[config.mk]
export PLATFORM = sky130hd
export DESIGN_NAME = wb_arb2
export DESIGN_NICKNAME = d
export VERILOG_FILES = /design/src/rtl/wb_arb_pkg.sv /design/src/rtl/wb_arb_mux.sv /design/src/rtl/wb_arb2.sv
export SDC_FILE = /design/constraint.sdc
export NUM_CORES = 1
export LEC_CHECK = 0
export BUFFER_PORTS_ARGS = -buffer_cell sky130_fd_sc_hd__buf_2
export CAP_MARGIN = 5
export CORE_AREA = 2 2 121 123
export DETAILED_ROUTE_END_ITERATION = 10
export DIE_AREA = 0 0 123 125
export PLACE_DENSITY_LB_ADDON = 0.1
export SLEW_MARGIN = 0
export SYNTH_ARGS = -nofsm -noshare
export SYNTH_HDL_FRONTEND = slang
export SYNTH_SLANG_ARGS = --single-unit
[constraint.sdc]
create_clock -name wb_clk_i -period 1.6 [get_ports wb_clk_i]
set_input_delay 0.16 -clock wb_clk_i [delete_from_list [all_inputs] [get_ports wb_clk_i]]
set_output_delay 0.16 -clock wb_clk_i [all_outputs]
set_load 0.05 [all_outputs]
[src/rtl/wb_arb_pkg.sv]
// Shared definitions for the two-master Wishbone arbiter: grant states, CTI codes
// and the width helper for the optional stb timeout counter (WB_ARB_TIMEOUT_EN).
package wb_arb_pkg;

    typedef enum logic [1:0] {
        ST_IDLE = 2'd0,
        ST_GNT0 = 2'd1,
        ST_GNT1 = 2'd2
    } state_t;

    localparam logic [2:0] CTI_CLASSIC = 3'b000;
    localparam logic [2:0] CTI_INCR    = 3'b010;
    localparam logic [2:0] CTI_END     = 3'b111;

    function automatic int unsigned tmo_width(input int unsigned timeout);
        return (timeout > 2) ? $clog2(timeout) : 1;
    endfunction

endpackage

[src/rtl/wb_arb_mux.sv]
// Combinational grant-indexed mux: routes the granted master onto the slave bus and
// returns slave responses only to that master. kill squashes cyc/stb and forces err.
module wb_arb_mux
    import wb_arb_pkg::*;
#(
    parameter int ADDRESS = 25
) (
    input  state_t               gnt,
    input  logic                 kill,
    input  logic                 m0_cyc_i,
    input  logic                 m0_stb_i,
    input  logic                 m0_we_i,
    input  logic [2:0]           m0_cti_i,
    input  logic [1:0]           m0_bte_i,
    input  logic [ADDRESS-1:0]   m0_adr_i,
    input  logic [3:0]           m0_sel_i,
    input  logic [31:0]          m0_dat_i,
    input  logic                 m1_cyc_i,
    input  logic                 m1_stb_i,
    input  logic                 m1_we_i,
    input  logic [2:0]           m1_cti_i,
    input  logic [1:0]           m1_bte_i,
    input  logic [ADDRESS-1:0]   m1_adr_i,
    input  logic [3:0]           m1_sel_i,
    input  logic [31:0]          m1_dat_i,
    input  logic                 s_ack_i,
    input  logic                 s_rty_i,
    input  logic                 s_err_i,
    input  logic [31:0]          s_dat_i,
    output logic                 s_cyc_o,
    output logic                 s_stb_o,
    output logic                 s_we_o,
    output logic [2:0]           s_cti_o,
    output logic [1:0]           s_bte_o,
    output logic [ADDRESS-1:0]   s_adr_o,
    output logic [3:0]           s_sel_o,
    output logic [31:0]          s_dat_o,
    output logic                 m0_ack_o,
    output logic                 m0_rty_o,
    output logic                 m0_err_o,
    output logic [31:0]          m0_dat_o,
    output logic                 m1_ack_o,
    output logic                 m1_rty_o,
    output logic                 m1_err_o,
    output logic [31:0]          m1_dat_o
);

    // Read data is broadcast; masters qualify it with their own ack.
    assign m0_dat_o = s_dat_i;
    assign m1_dat_o = s_dat_i;

    always_comb begin
        s_cyc_o  = 1'b0;
        s_stb_o  = 1'b0;
        s_we_o   = 1'b0;
        s_cti_o  = CTI_CLASSIC;
        s_bte_o  = 2'b00;
        s_adr_o  = '0;
        s_sel_o  = 4'h0;
        s_dat_o  = 32'h0;
        m0_ack_o = 1'b0;
        m0_rty_o = 1'b0;
        m0_err_o = 1'b0;
        m1_ack_o = 1'b0;
        m1_rty_o = 1'b0;
        m1_err_o = 1'b0;
        case (gnt)
            ST_GNT0: begin
                s_cyc_o  = m0_cyc_i & ~kill;
                s_stb_o  = m0_stb_i & ~kill;
                s_we_o   = m0_we_i;
                s_cti_o  = m0_cti_i;
                s_bte_o  = m0_bte_i;
                s_adr_o  = m0_adr_i;
                s_sel_o  = m0_sel_i;
                s_dat_o  = m0_dat_i;
                m0_ack_o = s_ack_i & m0_cyc_i;
                m0_rty_o = s_rty_i & m0_cyc_i;
                m0_err_o = (s_err_i & m0_cyc_i) | kill;
            end
            ST_GNT1: begin
                s_cyc_o  = m1_cyc_i & ~kill;
                s_stb_o  = m1_stb_i & ~kill;
                s_we_o   = m1_we_i;
                s_cti_o  = m1_cti_i;
                s_bte_o  = m1_bte_i;
                s_adr_o  = m1_adr_i;
                s_sel_o  = m1_sel_i;
                s_dat_o  = m1_dat_i;
                m1_ack_o = s_ack_i & m1_cyc_i;
                m1_rty_o = s_rty_i & m1_cyc_i;
                m1_err_o = (s_err_i & m1_cyc_i) | kill;
            end
            default: ;
        endcase
    end

endmodule

[src/rtl/wb_arb2.sv]
// Two-master round-robin Wishbone arbiter; a grant is held for a whole cyc.
// Define WB_ARB_TIMEOUT_EN to force an error on a slave that never answers stb.
//
// state   | meaning
// IDLE    | no grant, slave bus quiet, rearbitration point
// GNT0    | master 0 owns the slave until m0_cyc_i drops
// GNT1    | master 1 owns the slave until m1_cyc_i drops
module wb_arb2
    import wb_arb_pkg::*;
#(
    parameter int ADDRESS = 25,
    parameter int TIMEOUT = 64
) (
    input  logic                 wb_clk_i,
    input  logic                 wb_rst_ni,
    input  logic                 m0_cyc_i,
    input  logic                 m0_stb_i,
    input  logic                 m0_we_i,
    input  logic [2:0]           m0_cti_i,
    input  logic [1:0]           m0_bte_i,
    input  logic [ADDRESS-1:0]   m0_adr_i,
    input  logic [3:0]           m0_sel_i,
    input  logic [31:0]          m0_dat_i,
    output logic                 m0_ack_o,
    output logic                 m0_rty_o,
    output logic                 m0_err_o,
    output logic [31:0]          m0_dat_o,
    input  logic                 m1_cyc_i,
    input  logic                 m1_stb_i,
    input  logic                 m1_we_i,
    input  logic [2:0]           m1_cti_i,
    input  logic [1:0]           m1_bte_i,
    input  logic [ADDRESS-1:0]   m1_adr_i,
    input  logic [3:0]           m1_sel_i,
    input  logic [31:0]          m1_dat_i,
    output logic                 m1_ack_o,
    output logic                 m1_rty_o,
    output logic                 m1_err_o,
    output logic [31:0]          m1_dat_o,
    output logic                 s_cyc_o,
    output logic                 s_stb_o,
    output logic                 s_we_o,
    output logic [2:0]           s_cti_o,
    output logic [1:0]           s_bte_o,
    output logic [ADDRESS-1:0]   s_adr_o,
    output logic [3:0]           s_sel_o,
    output logic [31:0]          s_dat_o,
    input  logic                 s_ack_i,
    input  logic                 s_rty_i,
    input  logic                 s_err_i,
    input  logic [31:0]          s_dat_i
);

    if (TIMEOUT < 2) begin : g_bad_timeout
        $error("wb_arb2: TIMEOUT must be at least 2");
    end

    state_t state;
    logic   last;
    logic   tmo_hit;

`ifdef WB_ARB_TIMEOUT_EN
    localparam int unsigned TMO_W = tmo_width(TIMEOUT);

    logic [TMO_W-1:0] tmo_cnt;
    logic             gnt_stb;
    logic             resp;

    assign gnt_stb = ((state == ST_GNT0) && m0_cyc_i && m0_stb_i) ||
                     ((state == ST_GNT1) && m1_cyc_i && m1_stb_i);
    assign resp    = s_ack_i | s_rty_i | s_err_i;
    // A response in the final cycle still wins over the forced error.
    assign tmo_hit = gnt_stb && !resp && (tmo_cnt == TMO_W'(TIMEOUT - 1));

    always_ff @(posedge wb_clk_i or negedge wb_rst_ni) begin
        if (!wb_rst_ni) begin
            tmo_cnt <= '0;
        end else if (!gnt_stb || resp || tmo_hit) begin
            tmo_cnt <= '0;
        end else begin
            tmo_cnt <= tmo_cnt + TMO_W'(1);
        end
    end
`else
    assign tmo_hit = 1'b0;
`endif

    // last names the master served most recently; on contention the other one wins.
    always_ff @(posedge wb_clk_i or negedge wb_rst_ni) begin
        if (!wb_rst_ni) begin
            state <= ST_IDLE;
            last  <= 1'b1;
        end else begin
            case (state)
                ST_IDLE: begin
                    if (m0_cyc_i && (!m1_cyc_i || last)) begin
                        state <= ST_GNT0;
                        last  <= 1'b0;
                    end else if (m1_cyc_i) begin
                        state <= ST_GNT1;
                        last  <= 1'b1;
                    end
                end
                ST_GNT0: if (!m0_cyc_i || tmo_hit) state <= ST_IDLE;
                ST_GNT1: if (!m1_cyc_i || tmo_hit) state <= ST_IDLE;
                default: state <= ST_IDLE;
            endcase
        end
    end

    wb_arb_mux #(.ADDRESS(ADDRESS)) u_mux (
        .gnt      (state),
        .kill     (tmo_hit),
        .m0_cyc_i (m0_cyc_i),
        .m0_stb_i (m0_stb_i),
        .m0_we_i  (m0_we_i),
        .m0_cti_i (m0_cti_i),
        .m0_bte_i (m0_bte_i),
        .m0_adr_i (m0_adr_i),
        .m0_sel_i (m0_sel_i),
        .m0_dat_i (m0_dat_i),
        .m1_cyc_i (m1_cyc_i),
        .m1_stb_i (m1_stb_i),
        .m1_we_i  (m1_we_i),
        .m1_cti_i (m1_cti_i),
        .m1_bte_i (m1_bte_i),
        .m1_adr_i (m1_adr_i),
        .m1_sel_i (m1_sel_i),
        .m1_dat_i (m1_dat_i),
        .s_ack_i  (s_ack_i),
        .s_rty_i  (s_rty_i),
        .s_err_i  (s_err_i),
        .s_dat_i  (s_dat_i),
        .s_cyc_o  (s_cyc_o),
        .s_stb_o  (s_stb_o),
        .s_we_o   (s_we_o),
        .s_cti_o  (s_cti_o),
        .s_bte_o  (s_bte_o),
        .s_adr_o  (s_adr_o),
        .s_sel_o  (s_sel_o),
        .s_dat_o  (s_dat_o),
        .m0_ack_o (m0_ack_o),
        .m0_rty_o (m0_rty_o),
        .m0_err_o (m0_err_o),
        .m0_dat_o (m0_dat_o),
        .m1_ack_o (m1_ack_o),
        .m1_rty_o (m1_rty_o),
        .m1_err_o (m1_err_o),
        .m1_dat_o (m1_dat_o)
    );

endmodule

==> results of run 1 <==
area by class of cell:
class                      count  share of cell area (%)
multi-input combinational    158                    42.7
inverter                       4                   0.367
timing repair buffer         239                    47.5
sequential                     3                    1.86
clock buffer                   4                    1.92
tap                          184                    5.62
flip-flops by register name, summed over array words and instances (netlist names):
register / count
state: 2
last: 1
cell families after synthesis:
family | Yosys count | synth area share, %
buffers and inverters | 91 | 34.2
AND/OR/NAND/NOR | 78 | 26.9
AO/OA/AOI/OAI | 76 | 31.9
adder cells (fa/ha/maj) | 4 | 2.78
flip-flops | 3 | 4.24
critical path, cell delays in order (launching register included):
cell       delay, ns
dfrtp_1         0.36
inv_2           0.07
ha_4            0.30
bufbuf_16       0.29
nor2b_2         0.16
buf_6           0.17
per-stage QoR:
stage	util, %	hold WS, ns	worst slack [ns]
floorplan	-	-0.136	-0.0572
global placement	20.7	-0.0372	-0.0544
detailed placement	20.7	-0.0381	-0.0495
CTS	27.5	0.260	-0.181
global route	28.8	0.265	-0.232
finish	28.8	0.267	-0.150
layer usage:
| layer | wire length [um] | up-vias | part of all wire (%) | track usage, % |
|---|---|---|---|---|
| met4 | 65 | 0 | 0.74 | 1.94 |
| met5 | 0 | - | 0 | 0 |
| met1 | 2890 | 1122 | 33 | 9.98 |
| met2 | 5220 | 121 | 59 | 21.7 |
| li1 | - | 1137 | - | - |
| met3 | 657 | 11 | 7.4 | 1.41 |
synth_stat cells (3+ instances only):
| library cell | count |
|---|---|
| nor2b_1 | 69 |
| a22oi_1 | 68 |
| buf_4 | 66 |
| buf_2 | 15 |
| clkbuf_1 | 5 |
| ha_1 | 4 |
| inv_1 | 4 |
| and3_1 | 3 |
| and3_2 | 3 |
| nand2_1 | 3 |
timing repair:
item	CTS	global route
endpoints found under the hold margin	3	0
endpoints found under the setup margin	77	77
resized for setup	203	35
cloned	4	1
hold buffers	1	0
buffers inserted	4	1
pin swaps	3	5
power by group:
group / internal (W) / switching (W) / leakage, nW / total, W
Sequential: 0.000120 / 0.0000269 / 0.0362 / 0.000147
Clock: 0.000329 / 0.0000687 / 0.0382 / 0.000398
Combinational: 0.00369 / 0.00416 / 1.69 / 0.00785
Total: 0.00414 / 0.00425 / 1.76 / 0.00839
worst min path at each step:
stage	start	endpoint	slack, ns	cells after the start
6_report	wb_rst_ni	state[0]	0.27	2
5_1_grt	wb_rst_ni	state[0]	0.27	2
4_1_cts	wb_rst_ni	state[0]	0.26	2
3_5_place_dp	wb_rst_ni	state[0]	-0.04	1
3_3_place_gp	wb_rst_ni	state[0]	-0.04	1
2_1_floorplan	wb_rst_ni	state[0]	-0.14	0
==> flow_summary.toml, run 1 <==
[outcome]
status = "complete, but fails checks"
failed_checks = "setup timing"

[worst_hold_path]
min_path_type = "primary input to async pin"

[route]
drc = 0
dr.pass1.iters = 4
drt-total-wl_mm = 8.83
via_per_inst = 4.04
first_iter_violations = 39
vias = 2391
wire_per_inst_um = 14.9
antenna_left = 0

[sta]
fmax_mhz = 571
fin_crit_sh_pct = 109
setup_ws_ns = -0.150
slew_headroom_pct = 85.8
period_minus_slack_ns = 1.75
finClkSkew_ns = 0.000585
rsz0062_at_grt = "yes"
hold_violations = 0
drv_slew = 0
finalSetupViolations = 75
worstMarginPinSlew_ns = 0.213
setup-tns-final_ns = -8.54

[worst_setup_path]
r2r_start = "state[0]"
critPathCapture = "s_dat_o[25]"
reg2reg_depth = 7
crit_required_ns = 1.44
r2r-end = "state[1]"
crit_arrival_ns = 1.59
r2r_slack_ns = 0
cp-startpoint = "state[1]"
end_kind = "output port"
critPathLaunchType = "flip-flop"
critPathMaxFanout = 18
crit_type = "flip-flop to output port"

[pwr]
max-vdd-ir-drop_uv = 697
p_total_w = 0.00839
power.leakage_nw = 1.76
power_density_nw_per_um2 = 2050

[place]
place_inst = 577
portBuffers = 217
place_congestion = 0.761
dpl-instance-area_sq_um = 2940
dp_hpwl_mm = 5.88

[floorplanning]
num_io_pins = 314
start_util_pct = 12.7
dieHeight_um = 125
std_cell_rows = 44
coreArea_sq_um = 14200
fp.dieW_um = 123
die-area_sq_um = 15400

[clocking]
insertion_delay_ns = 0.22
cts-root-buf = "clkbuf_16"
cts_buffer_depth = 2
htree_levels = 1
tritoncts = "yes"
cts.sinks = 3
cts_inserted_buffers = 3
cts.clk_slew.worst_paths_ns = 0.03

[logic_synthesis]
synth-seq-cells = 3
synthCells = 252
synthArstFlopShare_pct = 100
synth_nets = 431
synth_top_cell_by_area = "a22oi_1"
netlist-cell-type-count = 18
synth.yosys.seq_area_share_pct = 4.24
syn_area_per_cell_sq_um = 7.14
syn_area_sq_um = 1800
synth_top_area_share_pct = 28.4
synth.top_cells.by_area = "a22oi_1 (28%), buf_4 (28%), nor2b_1 (24%), buf_2 (4.2%), dfrtp_1 (2.8%)"
synth_warnings = 0
synth_edf_count = 0
ys.flop_type = "dfrtp_1"

[layout]
fin_area_sq_um = 4100
final_layout_size_suffix_gt1_share_pct = 91.7
n_antenna_cell = 0
final_cell_mix = "buf_2 (142), buf_6 (72), a22oi_2 (53), nor2b_2 (37), nor2b_4 (32)"
syn_to_final_growth_pct = 128
nFillCells = 1521
seqCellArea_sq_um = 76.3
multiInputGateArea_sq_um = 1750
nNetsFinal = 588
layout_commonest_cell = "buf_2"
fin_cells = 592

[grt]
grt_max_degree = 38
grt-ovfl-total = 0
grt_antenna_before_repair = 0
grt_pass1_wl_mm = 12.4
grt_pass1_vias = 2408
grt.total_usage_pct = 10.2

[job]
maxCapViolCount = 0
Power figures use the tool's default switching activity.
==> inputs of run 2 (changes only) <==
- MAX_ROUTING_LAYER: default -> met4
==> run 2 against run 1 <==
  * The flow now stops in 5_2_route
  * Global-route usage grew 0.30 points
  * Area after synthesis unchanged
  * Synthesized cell count unchanged
==> flow_summary.toml, run 2 <==
[grt]
grt_antenna_before_repair = 0
grt_max_degree = 38
grt.total_usage_pct = 10.5
grt-ovfl-total = 0
grt_pass1_vias = 2408
grt_pass1_wl_mm = 12.4

[outcome]
tool.error = "[ERROR DRT-0255] Maze Route cannot find path of net s_dat_i[2] in worker of routeBox ( 96600 96600 ) ( 123000 125000 )."
status = "aborted with a tool error"
haltStage = "5_2_route"

[logic_synthesis]
synth.top_cells.by_area = "a22oi_1 (28%), buf_4 (28%), nor2b_1 (24%), buf_2 (4.2%), dfrtp_1 (2.8%)"
synth_most_common_cell = "nor2b_1"
synth-seq-cells = 3
synthArstFlopShare_pct = 100
netlist-cell-type-count = 18
synth_edf_count = 0
synth.yosys.seq_area_share_pct = 4.24
synth_nets = 431
ys.flop_type = "dfrtp_1"
syn_area_sq_um = 1800
synth_top_cell_by_area = "a22oi_1"
synth_top_area_share_pct = 28.4
synthCells = 252
synth_warnings = 0
syn_area_per_cell_sq_um = 7.14
ys_top_cells_by_count = "nor2b_1 (69), a22oi_1 (68), buf_4 (66), buf_2 (15), clkbuf_1 (5)"

[clocking]
cts-root-buf = "clkbuf_16"
cts_buffer_depth = 2
cts.sinks = 3
htree_levels = 1
cts_inserted_buffers = 3

[floorplanning]
num_io_pins = 314
std_cell_rows = 44
fp.dieW_um = 123
dieHeight_um = 125
start_util_pct = 12.7

[sta]
worstEpCategory = "top-level output"
crit_endpoint = "s_cti_o[1]"

[place]
portBuffers = 217
dp_hpwl_mm = 5.88
place_congestion = 0.771
[run 2: what timing repair did]
item,CTS,global route
gates cloned,4,1
endpoints found under the hold margin,3,0
endpoints found under the setup margin,77,77
hold buffers,1,0
pin swaps,3,5
resized for setup,203,35
setup buffers,4,1
[run 2: metal layers]
metal  GRT usage (%)
met5               -
met3            1.23
met2            21.7
met4            1.94
met1            10.1
[run 2: per-stage QoR]
step	area (sq um)	cells	hold slack (ns)	setup slack, ns	TNS (ns)
after floorplan	2050	252	-0.136	-0.0572	-2.68
after global placement	2940	577	-0.0372	-0.0544	-1.13
after CTS	3900	590	0.260	-0.181	-10.41
after detailed placement	2940	577	-0.0381	-0.0495	-1.40
after global routing	4100	592	0.265	-0.232	-14.17
[run 2: kinds of logic after synthesis]
kind of cell	after synthesis	synth area share (%)
buffers and inverters	91	34.2
DFF	3	4.24
and+or+nand+nor	78	26.9
AOI/OAI and AO/OA	76	31.9
adders and majority gates	4	2.78
==> inputs of run 3 (changes only) <==
- MAX_ROUTING_LAYER: met4 -> default
- PLACE_DENSITY_LB_ADDON: 0.1 -> 0.15
==> run 3 against run 2 <==
  * The flow now finishes, with violations (setup timing)
  * Global-route usage decreased by 0.89 points
==> flow_summary.toml, run 3 (same netlist as run 1, synthesis figures left out) <==
[layout]
regMostFlops = "state"
top_regs = "state (2), last (1)"
fin_cells = 586
layout_commonest_cell = "buf_2"
largest_reg_flops = 2
fin_area_sq_um = 3790
nNetsFinal = 582
syn_to_final_growth_pct = 110
n_antenna_cell = 0
final_cell_mix = "buf_2 (142), buf_6 (72), nor2b_2 (51), a22oi_1 (42), a22oi_2 (26)"
final_layout_size_suffix_gt1_share_pct = 84.6

[route]
antenna_left = 0
wire_per_inst_um = 13.7
vias = 2341
via_per_inst = 3.99
dr.pass1.iters = 4
drt-total-wl_mm = 8.04
first_iter_violations = 31
drc = 0

[place]
dp_hpwl_mm = 5.76
place_congestion = 0.732
pre_cts_ws_ns = -0.0632
place_inst = 577
dpl-instance-area_sq_um = 2940
portBuffers = 217

[floorplanning]
die-area_sq_um = 15400
start_util_pct = 12.7
num_io_pins = 314
coreArea_sq_um = 14200
dieHeight_um = 125
std_cell_rows = 44
fp.dieW_um = 123

[worst_setup_path]
path_buf_inv = 3
critical_path.cell_chain = "inv_2 > ha_4 > buf_12 > a22oi_1 > nor2b_2 > buf_6"
end_kind = "output port"
crit_required_ns = 1.44
critPathMaxFanout = 23
critPathSlowestCell = "dfrtp_1"
cp_top_family = "buffers and inverters"
critPathMaxStageDelay_ns = 0.39
crit_type = "flip-flop to output port"
crit_arrival_ns = 1.58
critPathLaunchType = "flip-flop"

[clocking]
cts.clk_slew.worst_paths_ns = 0.03
insertion_delay_ns = 0.22
cts_inserted_buffers = 3
htree_levels = 1
tritoncts = "yes"
cts.sinks = 3
cts_buffer_depth = 2
cts-root-buf = "clkbuf_16"

[sta]
fmax_mhz = 575
finClkSkew_ns = 0.000241
rsz0062_at_grt = "yes"
slew_headroom_pct = 84.1
period_minus_slack_ns = 1.74
worstMarginPinSlew_ns = 0.239
hold_violations = 0
setup_ws_ns = -0.138
setup-tns-final_ns = -7.80
holdWs_ns = 0.259
fin_crit_sh_pct = 109
finalSetupViolations = 75
drv_slew = 0

[outcome]
status = "complete, but fails checks"
failed_checks = "setup timing"

[grt]
grt_pass1_wl_mm = 12.0
grt_antenna_before_repair = 0
grt_max_degree = 30
grt.total_usage_pct = 9.61
grt_pass1_vias = 2526
grt-ovfl-total = 0

[pwr]
max-vdd-ir-drop_uv = 745
power.leakage_nw = 1.66
power_density_nw_per_um2 = 2000

[worst_hold_path]
min_path_type = "primary input to async pin"

[job]
maxCapViolCount = 0
[run 3: path summary, 6_finish.rpt]
kind | endpoint | slack [ns] | depth (start not counted) | from
worst max-delay path | s_dat_o[18] | -0.14 | 6 | state[0]
worst min-delay path | state[1] | 0.26 | 2 | wb_rst_ni
worst max register to register | state[1] | 0.02 | 7 | state[0]
worst min register to register | last | 0.50 | 2 | last
max in group asynchronous | last | 1.15 | 2 | wb_rst_ni
min in group wb_clk_i | last | 0.27 | 3 | m1_cyc_i
[run 3: timing repair]
action | 4_1_cts | 5_1_grt
hold endpoints to repair | 3 | 0
cloned | 2 | 0
hold buffers | 1 | 0
pin swaps | 3 | 1
gates resized for setup | 180 | 15
setup endpoints to repair | 76 | 77
buffers inserted | 1 | 1
[run 3: power by group]
part	internal, W	switching (W)	leakage [nW]
registers	0.000120	0.0000247	0.0362
clock network	0.000329	0.0000657	0.0382
logic	0.00316	0.00390	1.59
[run 3: metrics by stage]
| stage | power [W] | utilization (%) |
|---|---|---|
| 2_1_floorplan | 0.00488 | - |
| 3_3_place_gp | 0.00581 | 20.7 |
| 3_5_place_dp | 0.00582 | 20.7 |
| 4_1_cts | 0.00758 | 26.1 |
| 5_1_grt | 0.00804 | 26.7 |
| 6_report | 0.00760 | 26.7 |
[run 3: routing by layer]
layer	wire length [um]	track usage [%]	up-vias
met4	271	4.21	0
met5	0	0	-
met3	565	1.41	29
met2	4380	18.8	112
met1	2820	9.85	1078
li1	-	-	1122
[run 3: area by class of cell]
| type | count | area (sq um) |
|---|---|---|
| Timing Repair Buffer | 233 | 1840 |
| Inverter | 4 | 15.0 |
| Fill cell | 1565 | 10400 |
| Clock buffer | 4 | 78.8 |
| Tap cell | 184 | 230 |
| Multi-Input combinational cell | 158 | 1550 |
| Sequential cell | 3 | 76.3 |
==> inputs of run 4 (changes only) <==
- BUFFER_PORTS_ARGS: -buffer_cell sky130_fd_sc_hd__buf_2 -> -buffer_cell sky130_fd_sc_hd__buf_4
==> run 4 against run 3 <==
  * Critical path depth is 1 lower
  * Highest routed layer unchanged
  * Final area is 16% higher
  * Wire length is 18% higher
  * Non-clock buffer count is 9 higher
  * First-iteration DRC count is 42% higher
  * Worst setup slack worse by 0.047 ns
  * Largest power group unchanged
  * Sequential cell count stayed put
  * The flow still finishes with violations (setup timing)
  * Largest cell class unchanged
==> flow_summary.toml, run 4 (same netlist as run 1, synthesis figures left out) <==
[grt]
grt_max_degree = 31
grt-ovfl-total = 0
grt_pass1_vias = 2557
grt_antenna_before_repair = 0
grt.total_usage_pct = 10.8
grt_pass1_wl_mm = 13.2

[sta]
finClkSkew_ns = 0.000385
rsz0062_at_grt = "yes"
worstMarginPinSlew_ns = 0.270
setup-tns-final_ns = -10.97
fin_crit_sh_pct = 112
fmax_mhz = 560
finalSetupViolations = 77
drv_slew = 0
setup_ws_ns = -0.184
period_minus_slack_ns = 1.78
slew_headroom_pct = 82.0
hold_violations = 0

[floorplanning]
num_io_pins = 314
fp.dieW_um = 123
coreArea_sq_um = 14200
std_cell_rows = 44
die-area_sq_um = 15400
start_util_pct = 12.7
dieHeight_um = 125

[route]
drc = 0
wire_per_inst_um = 16.0
dr.pass1.iters = 4
first_iter_violations = 44
drt-total-wl_mm = 9.51
via_per_inst = 4.09
antenna_left = 0
vias = 2435

[clocking]
htree_levels = 1
cts.clk_slew.worst_paths_ns = 0.03
tritoncts = "yes"
cts_inserted_buffers = 3
insertion_delay_ns = 0.22
cts_buffer_depth = 2
cts.sinks = 3
cts-root-buf = "clkbuf_16"

[place]
dp_hpwl_mm = 6.21
dpl-instance-area_sq_um = 3490
place_congestion = 0.743
portBuffers = 217
pre_cts_ws_ns = 0.00277

[pwr]
p_int_w = 0.00420
p_seq_share_pct = 1.8
power_density_nw_per_um2 = 1910
p_switching_w = 0.00425
swShare_pct = 50.3
p_total_w = 0.00845
combinationalPowerShare_pct = 93.6
p_clk_share_pct = 4.6
power.leakage_nw = 1.89
max-vdd-ir-drop_uv = 689

[layout]
regMostFlops = "state"
largest_reg_flops = 2
nNetsFinal = 591
n_antenna_cell = 0
final_layout_size_suffix_gt1_share_pct = 86.1
final_cell_mix = "buf_4 (145), buf_6 (69), nor2b_2 (47), a22oi_1 (43), a22oi_2 (25)"
syn_to_final_growth_pct = 145
layout_commonest_cell = "buf_4"
final_util_pct = 31.1
top_regs = "state (2), last (1)"
fin_area_sq_um = 4410

[worst_setup_path]
crit_required_ns = 1.44
critPathSlowestCell = "dfrtp_1"
critPathMaxFanout = 14
critPathMaxStageDelay_ns = 0.40
end_kind = "output port"
cp_top_family = "buffers and inverters"
crit_type = "flip-flop to output port"
critPathLaunchType = "flip-flop"
crit_arrival_ns = 1.62
path_buf_inv = 3
critical_path.cell_chain = "inv_2 > ha_4 > clkbuf_16 > nor2b_2 > buf_6"

[outcome]
failed_checks = "setup timing"
status = "complete, but fails checks"

[worst_hold_path]
min_path_type = "primary input to flip-flop"

[job]
maxCapViolCount = 0
[run 4: power groups by stage]
| stage | clock, W | combinational [W] | sequential, W |
|---|---|---|---|
| after floorplan | 0 | 0.00473 | 0.000144 |
| after global placement | 0 | 0.00620 | 0.000149 |
| after detailed placement | 0 | 0.00621 | 0.000149 |
| after CTS | 0.000400 | 0.00750 | 0.000152 |
| after global routing | 0.000412 | 0.00831 | 0.000161 |
| final | 0.000392 | 0.00790 | 0.000152 |
[run 4: metal layers]
layer	routed length, um	global-route usage, %	vias to the layer above	part of all wire, %
met1	3410	11.3	1159	36
li1	-	-	1141	-
met3	713	1.73	27	7.5
met4	233	3.54	0	2.5
met5	0	0	-	0
met2	5150	21.1	108	54
[run 4: what timing repair did]
item	CTS	global route
pin swaps	15	1
hold endpoints to repair	3	0
cloned	5	3
resized for setup	118	18
endpoints found under the setup margin	75	77
setup buffers	6	0
hold buffers	1	0
[run 4: final cells by class]
class	count	area (sq um)
Clock buffer	4	78.8
Timing Repair Buffer	242	2420
Tap cell	184	230
Sequential cell	3	76.3
Fill cell	1476	9790
Inverter	4	15.0
Multi-Input combinational cell	158	1590
[run 4: worst reg2reg max path: cells and delay by family (launching register included)]
| kind | cells | cell delay (ns) |
|---|---|---|
| flops | 1 | 0.41 |
| buf+inv | 3 | 0.44 |
| compound gates | 3 | 0.42 |
| fa+ha+maj | 1 | 0.21 |
[run 4: through the flow]
stage | hold slack (ns) | std cells
after detailed placement | -0.0482 | 576
final | 0.255 | 595
after floorplan | -0.136 | 252
after global routing | 0.275 | 595
after global placement | -0.0489 | 576
after CTS | 0.260 | 592
[run 4: final timing paths]
kind / to / slack, ns / start / cells past startpoint
setup / recovery: s_dat_o[11] / -0.18 / state[0] / 5
hold / removal: last / 0.26 / m1_cyc_i / 3
setup reg to reg: state[1] / 0 / state[0] / 7
hold reg to reg: last / 0.50 / last / 2
max in group asynchronous: last / 1.14 / wb_rst_ni / 2
min in group asynchronous: state[1] / 0.27 / wb_rst_ni / 2
